$ cat src/rtl/uart_rx_frame_if.sv
// Port bundle for the UART frame receiver: line, bit-rate tick and word format in,
// received word and status flags out.
interface uart_rx_frame_if;
  logic       rx_tick;
  logic       rxd;
  logic [1:0] WLS;
  logic       PEN;
  logic       EPS;
  logic [7:0] rx_data;
  logic       rx_valid;
  logic       parity_err;
  logic       framing_err;
  logic       break_int;
  logic       rx_busy;

  modport master (
    output rx_tick, rxd, WLS, PEN, EPS,
    input  rx_data, rx_valid, parity_err, framing_err, break_int, rx_busy
  );

  modport slave (
    input  rx_tick, rxd, WLS, PEN, EPS,
    output rx_data, rx_valid, parity_err, framing_err, break_int, rx_busy
  );
endinterface

$ cat src/rtl/uart_rx_frame.sv
// UART frame receiver: 16x oversampled start/data/parity/stop decoding with
// parity, framing and break detection on a registered result interface.
//
//   state  | meaning
//   IDLE   | line idle, waiting for a synchronized low on an rx_tick
//   START  | validating the start bit at its midpoint (tick count 7)
//   DATA   | sampling data bits at tick count 15, LSB first
//   PARITY | sampling the parity bit at tick count 15
//   STOP   | sampling the first stop bit, then result is published
module uart_rx_frame (
  input  logic           clk,
  input  logic           rst,
  uart_rx_frame_if.slave bus
);

  typedef enum logic [2:0] {
    IDLE   = 3'd0,
    START  = 3'd1,
    DATA   = 3'd2,
    PARITY = 3'd3,
    STOP   = 3'd4
  } state_t;

  state_t     state;
  state_t     state_next;

  logic       rxd_meta;
  logic       rxd_sync;

  logic [3:0] tick_cnt;
  logic [2:0] bit_cnt;
  logic [2:0] last_bit;
  logic       pen_l;
  logic       eps_l;

  logic [7:0] data_reg;
  logic       par_acc;
  logic       par_err;
  logic       all_zero;

  logic       cnt_clr;
  logic       latch_cfg;
  logic       sample_data;
  logic       sample_par;
  logic       sample_stop;

  // Line is idle high, so the synchronizer resets to 1 to avoid a false start.
  always_ff @(posedge clk or posedge rst) begin
    if (rst) begin
      rxd_meta <= 1'b1;
      rxd_sync <= 1'b1;
    end else begin
      rxd_meta <= bus.rxd;
      rxd_sync <= rxd_meta;
    end
  end

  always_ff @(posedge clk or posedge rst) begin
    if (rst) begin
      state <= IDLE;
    end else begin
      state <= state_next;
    end
  end

  always_comb begin
    state_next  = state;
    cnt_clr     = 1'b0;
    latch_cfg   = 1'b0;
    sample_data = 1'b0;
    sample_par  = 1'b0;
    sample_stop = 1'b0;
    if (bus.rx_tick) begin
      unique case (state)
        IDLE: begin
          if (!rxd_sync) begin
            state_next = START;
            cnt_clr    = 1'b1;
          end
        end
        START: begin
          if (tick_cnt == 4'd7) begin
            cnt_clr = 1'b1;
            if (rxd_sync) begin
              state_next = IDLE;
            end else begin
              state_next = DATA;
              latch_cfg  = 1'b1;
            end
          end
        end
        DATA: begin
          if (tick_cnt == 4'd15) begin
            sample_data = 1'b1;
            if (bit_cnt == last_bit) begin
              state_next = pen_l ? PARITY : STOP;
            end
          end
        end
        PARITY: begin
          if (tick_cnt == 4'd15) begin
            sample_par = 1'b1;
            state_next = STOP;
          end
        end
        STOP: begin
          if (tick_cnt == 4'd15) begin
            sample_stop = 1'b1;
            state_next  = IDLE;
          end
        end
        default: begin
          state_next = IDLE;
        end
      endcase
    end
  end

  // Bit-time counter wraps 15 -> 0 by itself, so only frame entry clears it.
  always_ff @(posedge clk or posedge rst) begin
    if (rst) begin
      tick_cnt <= 4'd0;
    end else if (bus.rx_tick) begin
      if (cnt_clr) begin
        tick_cnt <= 4'd0;
      end else if (state != IDLE) begin
        tick_cnt <= tick_cnt + 4'd1;
      end
    end
  end

  always_ff @(posedge clk or posedge rst) begin
    if (rst) begin
      bit_cnt  <= 3'd0;
      last_bit <= 3'd0;
      pen_l    <= 1'b0;
      eps_l    <= 1'b0;
      data_reg <= 8'd0;
      par_acc  <= 1'b0;
      par_err  <= 1'b0;
      all_zero <= 1'b0;
    end else begin
      if (latch_cfg) begin
        bit_cnt  <= 3'd0;
        last_bit <= 3'd4 + {1'b0, bus.WLS};
        pen_l    <= bus.PEN;
        eps_l    <= bus.EPS;
        data_reg <= 8'd0;
        par_acc  <= 1'b0;
        par_err  <= 1'b0;
        all_zero <= 1'b1;
      end
      if (sample_data) begin
        bit_cnt           <= bit_cnt + 3'd1;
        data_reg[bit_cnt] <= rxd_sync;
        par_acc           <= par_acc ^ rxd_sync;
        all_zero          <= all_zero & ~rxd_sync;
      end
      if (sample_par) begin
        par_err  <= rxd_sync ^ (eps_l ? par_acc : ~par_acc);
        all_zero <= all_zero & ~rxd_sync;
      end
    end
  end

  // Results are published one clk after the stop-bit tick and held until the next frame.
  always_ff @(posedge clk or posedge rst) begin
    if (rst) begin
      bus.rx_data     <= 8'd0;
      bus.rx_valid    <= 1'b0;
      bus.parity_err  <= 1'b0;
      bus.framing_err <= 1'b0;
      bus.break_int   <= 1'b0;
      bus.rx_busy     <= 1'b0;
    end else begin
      bus.rx_valid <= sample_stop;
      bus.rx_busy  <= (state_next != IDLE);
      if (sample_stop) begin
        bus.rx_data     <= data_reg;
        bus.parity_err  <= par_err;
        bus.framing_err <= ~rxd_sync;
        bus.break_int   <= all_zero & ~rxd_sync;
      end
    end
  end

endmodule

$ cat src/flat_wrapper.sv
// flat-port wrapper written by rule: the top's interface ports become plain ports
module uart_rx_frame_flat 
  (clk, rst, bus_rx_tick, bus_rxd, bus_WLS, bus_PEN, bus_EPS, bus_rx_data, bus_rx_valid, bus_parity_err, bus_framing_err, bus_break_int, bus_rx_busy);
  uart_rx_frame_if bus_i ();
  input  logic clk;
  input  logic rst;
  input wire logic [$bits(bus_i.rx_tick)-1:0] bus_rx_tick;
  input wire logic [$bits(bus_i.rxd)-1:0] bus_rxd;
  input wire logic [$bits(bus_i.WLS)-1:0] bus_WLS;
  input wire logic [$bits(bus_i.PEN)-1:0] bus_PEN;
  input wire logic [$bits(bus_i.EPS)-1:0] bus_EPS;
  output wire logic [$bits(bus_i.rx_data)-1:0] bus_rx_data;
  output wire logic [$bits(bus_i.rx_valid)-1:0] bus_rx_valid;
  output wire logic [$bits(bus_i.parity_err)-1:0] bus_parity_err;
  output wire logic [$bits(bus_i.framing_err)-1:0] bus_framing_err;
  output wire logic [$bits(bus_i.break_int)-1:0] bus_break_int;
  output wire logic [$bits(bus_i.rx_busy)-1:0] bus_rx_busy;
  assign bus_i.rx_tick = bus_rx_tick;
  assign bus_i.rxd = bus_rxd;
  assign bus_i.WLS = bus_WLS;
  assign bus_i.PEN = bus_PEN;
  assign bus_i.EPS = bus_EPS;
  assign bus_rx_data = bus_i.rx_data;
  assign bus_rx_valid = bus_i.rx_valid;
  assign bus_parity_err = bus_i.parity_err;
  assign bus_framing_err = bus_i.framing_err;
  assign bus_break_int = bus_i.break_int;
  assign bus_rx_busy = bus_i.rx_busy;
  uart_rx_frame u_core (.clk(clk), .rst(rst), .bus(bus_i));
endmodule
$ cat config.mk
export PLATFORM = sky130hd
export DESIGN_NAME = uart_rx_frame_flat
export DESIGN_NICKNAME = d
export VERILOG_FILES = /design/src/rtl/uart_rx_frame_if.sv /design/src/rtl/uart_rx_frame.sv /design/src/flat_wrapper.sv
export SDC_FILE = /design/constraint.sdc
export NUM_CORES = 1
export LEC_CHECK = 0
export ABC_AREA = 1
export CAP_MARGIN = 20
export CORE_MARGIN = 2
export CORE_UTILIZATION = 47
export DETAILED_ROUTE_END_ITERATION = 16
export GPL_TIMING_DRIVEN = 0
export PLACE_DENSITY = 0.75
export SLEW_MARGIN = 20
export SYNTH_ARGS = -nofsm -noshare
export SYNTH_HDL_FRONTEND = slang
export SYNTH_SLANG_ARGS = --single-unit
$ cat constraint.sdc
create_clock -name clk -period 1.9 [get_ports clk]
set_clock_uncertainty 0.15 [all_clocks]
set_input_delay 0.285 -clock clk [delete_from_list [all_inputs] [get_ports clk]]
set_output_delay 0.285 -clock clk [all_outputs]
set_load 0.01 [all_outputs]
==> impl_results.md, run 1 <==
* Nets at 268
* CTS tree: done
* Core ar. at 3943 µm²
* Wire length on met2 at 1570 µm
* Tcrit/Tclk final at 0.9454
* Most common cell in the netlist: nand2_1
* Clk slew on worst S/H paths at 0.08 ns
* Fin crit period at 1.796 ns
* CP max-delay cell: dfrtp_1
* PwrDens at 1075 nW/µm²
* Top sig layer: met4
* Worst skew pair latency at 0.29 ns
* Cell accounting for the most synthesized area: dfrtp_1
* RSZ-0062 raised after global routing: no
* # setup viols final at 0
* Relative slew slack at 0.7820
* Reg2reg path depth at 8
* Largest net degree at the start of global routing at 28
* Worst Tran Pin Value at 0.3265 ns
* Wire per inst at 11.11 µm
* P_leak at 0.001195 µW
* Top FF cell, synth: dfrtp_1
* Buffers on Ports at 20
* CP endpoint kind: flip-flop
* Global-route wire length before repair at 6092 µm
* Cell mode on critical path: nand2_1
* Yosys warnings at 0
* Post-synth design cell area at 1904 µm²
* Reg2reg start: u_core.tick_cnt[0]
* Initial Util at 0.4830
* Pre-antenna DRT Iters at 4
* Syn Nets at 240
* Remaining Overflow, GRT at 0
* Avg Cell Area, Syn at 8.280 µm²
* Crit Reg-Reg Endpoint: u_core.eps_l
* Top post-synthesis cells by area: dfrtp_1, nand2_1, inv_1
* WL met3 at 125 µm
* Site row count at 23
* Placement Setup Slack at 0.09033 ns
* DIE WIDTH at 67.66 µm
* Initial DRC count at 93
* Worst EP arrival at 1.83 ns
* Crit start category: flip-flop
* Number of flops mapped to enable cells by yosys at 0
* Max-slew violation count at 0
* Full die area at 4577 µm²
* CTS max path bufs at 2
* Share of the synthesized area in the top cell type at 0.5125
* Util after Layout at 0.5909
* Worst reg-to-reg setup slack at 0.10 ns
* ANT cells at 0
* Crit-path cells: ha_1, nand2_1, nor2_2, nand2_1, nor2_2, nand2_1, buf_6, mux2_4
* Vias at 1505
* Number of buffers created by CTS at 5
* Clock sink total at 41
* Met1 WL at 1694 µm
* Asr flop ratio synth at 1.000
* Outcome: complete, no violations
* Final Hold Fails at 0
* Final WL at 3432 µm
* Postcts setup bufs at 0
* Post-route antenna net violation count at 0
* Achievable frequency at 556.7 MHz
* Vias in the first global route at 1401
* Share of post-route cells with drive strength above 1 at 0.1081
* Detailed-placement wirelength estimate at 2614 µm
* Area growth, synth to finish at 22.34%
* Routability cong. at 0.8015
* Seq/Total Area, Yosys at 0.5401
* Critical Path Max Stage Delay at 0.39 ns
* FF+latch count, synth at 41
* Initial antenna violation count at 0
* Io pins at 21
* VDD IR-drop max at 0.0005415 V
* Clock root buffer: clkbuf_8
* Required time of the critical path at 1.93 ns
* Die height at 67.66 µm
* Total track usage at 0.1805
* Cells after Synth at 230
* Drt drc at 0
* Vias/cell at 4.871
* Hold WC Path Type: in2async
* CP Max Fanout at 10
* Commonest cells post-synth: nand2_1, dfrtp_1, inv_1
* Setup CP Type: reg2reg
* Maxcap violations at 0
* H-tree depth at 2
* Final WS setup at 0.1037 ns
* Synth unique cells at 26
-- worst max-delay path by stage --
| stage | end | slack, ns | from |
|---|---|---|---|
| 5_1_grt | u_core.data_reg[3] | 0.00007 | u_core.tick_cnt[0] |
| 3_3_place_gp | u_core.data_reg[4] | -0.31 | rst |
| 2_1_floorplan | u_core.eps_l | 0.30 | u_core.tick_cnt[0] |
| 4_1_cts | u_core.bus.parity_err | 0.07 | u_core.tick_cnt[0] |
| 3_5_place_dp | u_core.bus.parity_err | 0.09 | u_core.tick_cnt[0] |
| 6_report | u_core.eps_l | 0.10 | u_core.tick_cnt[0] |
-- per-stage QoR --
stage               hold slack, ns  cell area (µm²)  std cells  power, µW  TNS (ns)
finish                      0.1114             2330        309       2504         0
global route                0.1605             2330        309       2679         0
CTS                         0.1186             2321        309       2523         0
detailed placement          0.1969             2187        301       1700         0
global placement            0.1958             2167        300       1662    -12.09
floorplan                   0.1395             1904        230       1542         0
-- kinds of logic after synthesis --
family,after synthesis,share of synthesized area
AO/OA/AOI/OAI,28,0.07819
XOR/XNOR,5,0.02300
adder cells (fa/ha/maj),2,0.01314
buffers and inverters,33,0.07161
flip-flops,41,0.5401
multiplexers,1,0.007882
AND/OR/NAND/NOR,120,0.2661
-- where the power goes --
group          total (µW)  switching (µW)  internal [µW]
clock network         818             296            522
registers            1090             100            989
logic                 597             365            232
-- cell type report --
type	count	area [µm²]
clock inverter	3	65.06
multi-input combinational	156	744.5
sequential	41	1028
fill	365	1613
clock buffer	5	68.82
inverter	28	108.9
tap	50	62.56
buffer	5	31.28
timing repair buffer	21	220.2
-- critical path: cells and delay by family, from the launching register on --
family,cells,cell delay [ns]
fa+ha+maj,1,0.24
buf+inv,1,0.15
flops,1,0.39
mux,1,0.29
simple gates,5,0.48
-- cells in the final DEF, fill, tap and decap left out, types with 3 or more instances in the layout --
| cell type | count |
|---|---|
| a21oi_1 | 5 |
| buf_2 | 4 |
| clkbuf_8 | 5 |
| clkdlybuf4s50_1 | 20 |
| dfrtp_1 | 39 |
| inv_1 | 25 |
| nand2_1 | 74 |
| nand3_1 | 17 |
| nor2_1 | 18 |
| nor2_2 | 4 |
| o21ai_0 | 13 |
| o21ai_1 | 6 |
| xor2_1 | 3 |
-- per-layer routing --
metal,vias up,track usage
li1,784,-
met1,689,0.2328
met2,28,0.2843
met3,4,0.05000
met4,0,0.07653
met5,-,0
-- what timing repair did --
action | 4_1_cts | 5_1_grt
resized for setup | 0 | 2
endpoints found under the setup margin | 0 | 13
hold buffers | 0 | 0
Note: power is estimated with default switching activity, not from simulation.
==> run 2: changes to the inputs <==
--- a/config.mk
+++ b/config.mk
@@ -6,7 +6,9 @@
 export NUM_CORES = 1
 export LEC_CHECK = 0
 export ABC_AREA = 1
+export ABC_CLOCK_PERIOD_IN_PS = 1900
 export CAP_MARGIN = 20
+export CORE_ASPECT_RATIO = 1.5
 export CORE_MARGIN = 2
 export CORE_UTILIZATION = 47
 export DETAILED_ROUTE_END_ITERATION = 16
@@ -16,3 +18,4 @@
 export SYNTH_ARGS = -nofsm -noshare
 export SYNTH_HDL_FRONTEND = slang
 export SYNTH_SLANG_ARGS = --single-unit
+export TNS_END_PERCENT = 100
==> run 2 against run 1 <==
Compared with the run above:
- sequential share of layout area increased by 0.33 points
- register-to-register slack improved by 0.07 ns
- non-clock buffer count unchanged
- global-route usage decreased by 2.0 points
- fmax increased by 3.8%
- cell count decreased by 1.6%
- hold slack improved by 0.062 ns
- sequential cell count unchanged
- die area increased by 0.22%
- power decreased by 5.8%
- critical path depth unchanged
- worst setup slack improved by 0.066 ns
- critical path type unchanged
==> impl_results.md, run 2 (synthesized netlist as in run 1, its figures left out) <==
* Outcome: complete, no violations
* CP delay by family, top: simple AND/OR/NAND/NOR gates
* Util after Layout at 0.5893 (-0.001638)
* Initial DRC count at 38 (-59%)
* Max-slew violation count at 0 (unchanged)
* # setup viols final at 0 (unchanged)
* Final WL at 3414 µm (-0.52%)
* Worst Tran Pin Value at 0.4459 ns (+0.1193 ns)
* Logic pwr share at 0.253 (+0.015)
* Global-route wire length before repair at 5713 µm (-6.2%)
* DIE WIDTH at 55.97 µm (-17%)
* Maxcap violations at 0 (unchanged)
* Required time of the critical path at 1.93 ns (about the same)
* Share of post-route cells with drive strength above 1 at 0.1081 (unchanged)
* Routability cong. at 0.8562 (+6.8%)
* Fin crit period at 1.730 ns (-0.06616 ns)
* CTS tree: done
* Io pins at 21 (unchanged)
* CTS max path bufs at 2 (unchanged)
* Setup TNS at 0 ns (unchanged)
* VDD IR-drop max at 0.0007081 V (+31%)
* Clk slew on worst S/H paths at 0.07 ns (about the same)
* Area growth, synth to finish at 21.42%
* Sw power at 745.7 µW (-2.0%)
* Worst reg-to-reg setup slack at 0.17 ns (+0.07 ns)
* Worst EP arrival at 1.76 ns (-0.07 ns)
* Largest net degree at the start of global routing at 24 (-14%)
* Relative slew slack at 0.7023 (-0.07967)
* Pre-antenna DRT Iters at 4 (unchanged)
* Cell mode on critical path: nand2_1
* WP buf/inv at 1 (unchanged)
* Clock root buffer: clkbuf_8
* Worst skew pair latency at 0.29 ns (about the same)
* Final WS setup at 0.1699 ns (+0.06616 ns)
* Initial antenna violation count at 0 (unchanged)
* Achievable frequency at 578.0 MHz (+3.8%)
* Nets at 268 (unchanged)
* PwrDens at 1020 nW/µm² (-5.1%)
* Total track usage at 0.1607 (-0.01982)
* H-tree depth at 2 (unchanged)
* Critical Path Max Stage Delay at 0.37 ns (-0.02 ns)
* Buffers on Ports at 20 (unchanged)
* Final Hold Fails at 0 (unchanged)
* Vias/cell at 4.882 (+0.23%)
* Clock Power Share at 0.287 (-0.040)
* Site row count at 28 (+22%)
* Vias in the first global route at 1333 (-4.9%)
* Crit start category: flip-flop
* Placement Setup Slack at 0.1078 ns (+0.01745 ns)
* Vias at 1484 (-1.4%)
* Hold WC Path Type: in2async
* RSZ-0062 raised after global routing: no
* Core ar. at 3924 µm² (-0.48%)
* Most common cell after layout, fill and taps aside: nand2_1
* P_leak at 0.001184 µW (-0.89%)
* Drt drc at 0 (unchanged)
* Initial Util at 0.4853 (+0.002310)
* Seq pwr share at 0.459 (+0.024)
* CP max-delay cell: dfrtp_1
* Post-route antenna net violation count at 0 (unchanged)
* Crit-path cells: ha_2, nand2_1, nor2_2, nand2_1, nor2_2, nand2_1, buf_6, mux2_4
* CP endpoint kind: flip-flop
* Detailed-placement wirelength estimate at 2561 µm (-2.0%)
* ANT cells at 0 (unchanged)
* Commonest cells after routing, fill and taps aside: nand2_1, dfrtp_1, inv_1, clkdlybuf4s50_1, nor2_1
* Setup CP Type: reg2reg
* Full die area at 4587 µm² (+0.22%)
* Internal power at 1613 µW (-7.4%)
* CP Max Fanout at 10 (unchanged)
* Clock sink total at 41 (unchanged)
* Switching Share at 0.3161 (+0.01212)
* Tcrit/Tclk final at 0.9106 (-0.03482)
* Die height at 81.96 µm (+21%)
* Number of buffers created by CTS at 5 (unchanged)
* Remaining Overflow, GRT at 0 (unchanged)
* Wire per inst at 11.23 µm (+1.1%)
## run 2: changes by cell type in the layout (fill, tap and decap cells not counted), sizes merged
cell / previous run / this run
bufinv: 2 / 1
clkbuf: 5 / 6
## run 2: layer usage
metal | up-vias | track usage | wire, µm
met4 | 0 | 0.08333 | 78
met3 | 7 | 0.03937 | 125
li1 | 775 | - | -
met1 | 668 | 0.1785 | 1468
met5 | - | 0 | 0
met2 | 34 | 0.2847 | 1742
## run 2: final cells by class
cell class / instances / area, µm²
Timing Repair Buffer: 21 / 227.7
Inverter: 28 / 108.9
Fill cell: 343 / 1612
Clock buffer: 6 / 72.57
Sequential cell: 41 / 1028
Tap cell: 45 / 56.30
Buffer: 5 / 31.28
Multi-Input combinational cell: 156 / 752.0
Clock inverter: 2 / 35.03
## run 2: what timing repair did
| item | in CTS | in global routing |
|---|---|---|
| hold buffers | 0 | 0 |
| gates resized for setup | 0 | 4 |
| setup buffers | 0 | 0 |
| endpoints found under the setup margin | 0 | 11 |
## run 2: through the flow
stage / total power (µW) / hold WS, ns / std cells / cell area [µm²]
6_report: 2359 / 0.1734 / 304 / 2312
5_1_grt: 2517 / 0.2146 / 304 / 2312
4_1_cts: 2374 / 0.1926 / 304 / 2296
3_5_place_dp: 1689 / 0.2027 / 296 / 2188
3_3_place_gp: 1662 / 0.1963 / 295 / 2161
2_1_floorplan: 1542 / 0.1395 / 230 / 1904
## run 2: power by group through the flow
stage	clock [µW]	combinational (µW)	sequential, µW
2_1_floorplan	0	457	1090
3_3_place_gp	0	569	1090
3_5_place_dp	0	592	1100
4_1_cts	695	598	1080
5_1_grt	730	687	1100
6_report	677	598	1080
## run 2: final timing paths
path                                     from  depth (start not counted)                   end
min reg2reg                   u_core.rxd_meta                          0       u_core.rxd_sync
min                                       rst                          2  u_core.bus.break_int
max                        u_core.tick_cnt[0]                          8          u_core.eps_l
min in group clk              u_core.rxd_meta                          0       u_core.rxd_sync
max reg2reg                u_core.tick_cnt[0]                          8          u_core.eps_l
max in group asynchronous                 rst                          3    u_core.data_reg[2]
==> run 3: changes to the inputs <==
--- a/config.mk
+++ b/config.mk
@@ -14,7 +14,6 @@
 export DETAILED_ROUTE_END_ITERATION = 16
 export GPL_TIMING_DRIVEN = 0
 export PLACE_DENSITY = 0.75
-export SLEW_MARGIN = 20
 export SYNTH_ARGS = -nofsm -noshare
 export SYNTH_HDL_FRONTEND = slang
 export SYNTH_SLANG_ARGS = --single-unit
==> run 3 against run 2 <==
Compared with the run above:
- sequential share of layout area increased by 0.54 points
- fmax about the same
- critical path depth unchanged
- register-to-register slack about the same
- via count decreased by 0.67%
- power decreased by 0.27%
- final area decreased by 1.2%
- core utilization decreased by 0.70 points
- clock power increased by 0.6%
- die area unchanged
- routed wire length decreased by 2.0%
- non-clock buffer count decreased by 1
==> impl_results.md, run 3 (synthesized netlist as in run 1, its figures left out) <==
* Fillers at 354 (+3.2%)
* Clock root buffer: clkbuf_8
* Max-slew violation count at 0 (unchanged)
* Hold WC Path Type: reg2reg
* Layout Cells excl Fill at 303 (-0.33%)
* Clock Power Share at 0.290 (+0.003)
* CTS tree: done
* Worst EP arrival at 1.76 ns (about the same)
* P_leak at 0.001171 µW (-1.1%)
* Reg2reg path depth at 8 (unchanged)
* Worst reg-to-reg setup slack at 0.17 ns (about the same)
* Vias/cell at 4.865 (-0.35%)
* Hold Path Stages at 0
* VDD IR-drop max at 0.0007009 V (-1.0%)
* Outcome: complete, no violations
* Worst skew pair latency at 0.29 ns (about the same)
* Reg2reg start: u_core.tick_cnt[0]
* Clock sink total at 41 (unchanged)
* Seq pwr share at 0.461 (+0.002)
* Post-route antenna net violation count at 0 (unchanged)
* Crit Reg-Reg Endpoint: u_core.eps_l
* Sw power at 744.7 µW (-0.14%)
* Full die area at 4587 µm² (unchanged)
* Die height at 81.96 µm (unchanged)
* Total track usage at 0.1597 (-0.001008)
* Fin crit period at 1.729 ns (-0.001309 ns)
* Core ar. at 3924 µm² (unchanged)
* Commonest cells after routing, fill and taps aside: nand2_1, dfrtp_1, inv_1, clkdlybuf4s50_1, nor2_1
* Worst Tran Pin Value at 0.8194 ns (+0.3735 ns)
* Buffers on Ports at 20 (unchanged)
* Initial Util at 0.4853 (unchanged)
* Drt drc at 0 (unchanged)
* Critical Path Max Stage Delay at 0.37 ns (about the same)
* CP Max Fanout at 10 (unchanged)
* Share of post-route cells with drive strength above 1 at 0.1047 (-0.003457)
* Setup CP Type: reg2reg
* Cell mode on critical path: nand2_1
* Detailed-placement wirelength estimate at 2480 µm (-3.2%)
* Pre-antenna DRT Iters at 4 (unchanged)
* CP max-delay cell: dfrtp_1
* Final WL at 3346 µm (-2.0%)
* Io pins at 21 (unchanged)
* Hold Path End: u_core.rxd_sync
* Largest net degree at the start of global routing at 42 (+75%)
* Setup TNS at 0 ns (unchanged)
* Tcrit/Tclk final at 0.9099 (about the same)
* PwrDens at 1030 nW/µm² (+0.93%)
* Maxcap violations at 0 (unchanged)
* Area growth, synth to finish at 19.97%
* Internal power at 1608 µW (-0.33%)
* H-tree depth at 2 (unchanged)
* Relative slew slack at 0.4530 (-0.2494)
* Hold buffer count at CTS at 0 (unchanged)
* Remaining Overflow, GRT at 0 (unchanged)
* Clk slew on worst S/H paths at 0.07 ns (about the same)
* Achievable frequency at 578.4 MHz (about the same)
* Required time of the critical path at 1.93 ns (about the same)
* Vias in the first global route at 1366 (+2.5%)
* Switching Share at 0.3165 (+0.0004044)
* Global-route wire length before repair at 5692 µm (-0.37%)
* Crit-path cells: ha_2, nand2_1, nor2_2, nand2_1, nor2_2, nand2_1, buf_6, mux2_4
* CP endpoint kind: flip-flop
* Initial DRC count at 33 (-13%)
* DIE WIDTH at 55.97 µm (unchanged)
* Number of buffers created by CTS at 5 (unchanged)
* Total Power at 2353 µW (-0.27%)
* Site row count at 28 (unchanged)
* Initial antenna violation count at 0 (unchanged)
* Crit start category: flip-flop
* Most common cell after layout, fill and taps aside: nand2_1
* Routability cong. at 0.8562 (unchanged)
* # setup viols final at 0 (unchanged)
* ANT cells at 0 (unchanged)
* Wire per inst at 11.04 µm (-1.7%)
* HP Start: u_core.rxd_meta
* Logic pwr share at 0.250 (-0.003)
* Final Hold Fails at 0 (unchanged)
* RSZ-0062 raised after global routing: no
* Placed cells at 295 (-0.34%)
* Vias at 1474 (-0.67%)
* CTS max path bufs at 2 (unchanged)
* Nets at 267 (-0.37%)
run 3: changes by cell type in the layout (fill, tap and decap cells not counted), sizes merged:
cell  previous run  this run
buf              6         5
run 3: area by class of cell:
cell class / instances / area (µm²) / share of cell area
clock inverters: 2 / 35.03 / 0.01533
well taps: 45 / 56.30 / 0.02464
multi-input cells: 156 / 752.0 / 0.3291
flip-flops and latches: 41 / 1028 / 0.4502
clock buffers: 6 / 72.57 / 0.03176
repair buffers: 20 / 200.2 / 0.08762
plain buffers: 5 / 31.28 / 0.01369
inverters: 28 / 108.9 / 0.04764
run 3: repair_timing:
| action | 4_1_cts | 5_1_grt |
|---|---|---|
| setup endpoints to repair | 0 | 13 |
| resized for setup | 0 | 4 |
| setup buffers | 0 | 0 |
run 3: power groups by stage:
stage	Combinational [µW]	Clock, µW	Sequential [µW]
2_1_floorplan	457	0	1090
3_3_place_gp	569	0	1090
3_5_place_dp	587	0	1100
4_1_cts	590	695	1080
5_1_grt	680	726	1100
6_report	588	681	1080
run 3: worst max-delay path: cells and delay by family (launching register included):
kind	cells	cell delay (ns)
buffers and inverters	1	0.15
AND/OR/NAND/NOR	5	0.44
multiplexers	1	0.29
flip-flops	1	0.37
adder cells (fa/ha/maj)	1	0.22
run 3: how the worst max path moves through the flow:
| stage | startpoint | end | slack, ns | cells past startpoint |
|---|---|---|---|---|
| after floorplan | u_core.tick_cnt[0] | u_core.eps_l | 0.30 | 8 |
| after detailed placement | u_core.tick_cnt[0] | u_core.bus.rx_data[1] | 0.10 | 7 |
| after global routing | u_core.tick_cnt[0] | u_core.eps_l | 0.02 | 8 |
| after CTS | u_core.tick_cnt[0] | u_core.bus.rx_data[1] | 0.09 | 7 |
| after global placement | rst | u_core.data_reg[2] | -0.31 | 2 |
| final | u_core.tick_cnt[0] | u_core.eps_l | 0.17 | 8 |
run 3: routing by layer:
metal	wire length, µm	share of wire	GRT usage	vias to the layer above
li1	-	-	-	774
met1	1430	0.43	0.1704	670
met3	107	0.032	0.04094	7
met4	69	0.021	0.07619	0
met2	1738	0.52	0.2929	23
met5	0	0	0	-
run 3: metrics by stage:
step | utilization | area, µm² | setup WS [ns] | hold WS, ns
final | 0.5823 | 2285 | 0.1712 | 0.2112
after global routing | 0.5823 | 2285 | 0.02268 | 0.2151
after CTS | 0.5781 | 2268 | 0.08938 | 0.2149
after detailed placement | 0.5507 | 2161 | 0.1038 | 0.2020
after global placement | 0.5507 | 2161 | -0.3109 | 0.1963
after floorplan | - | 1904 | 0.2986 | 0.1395
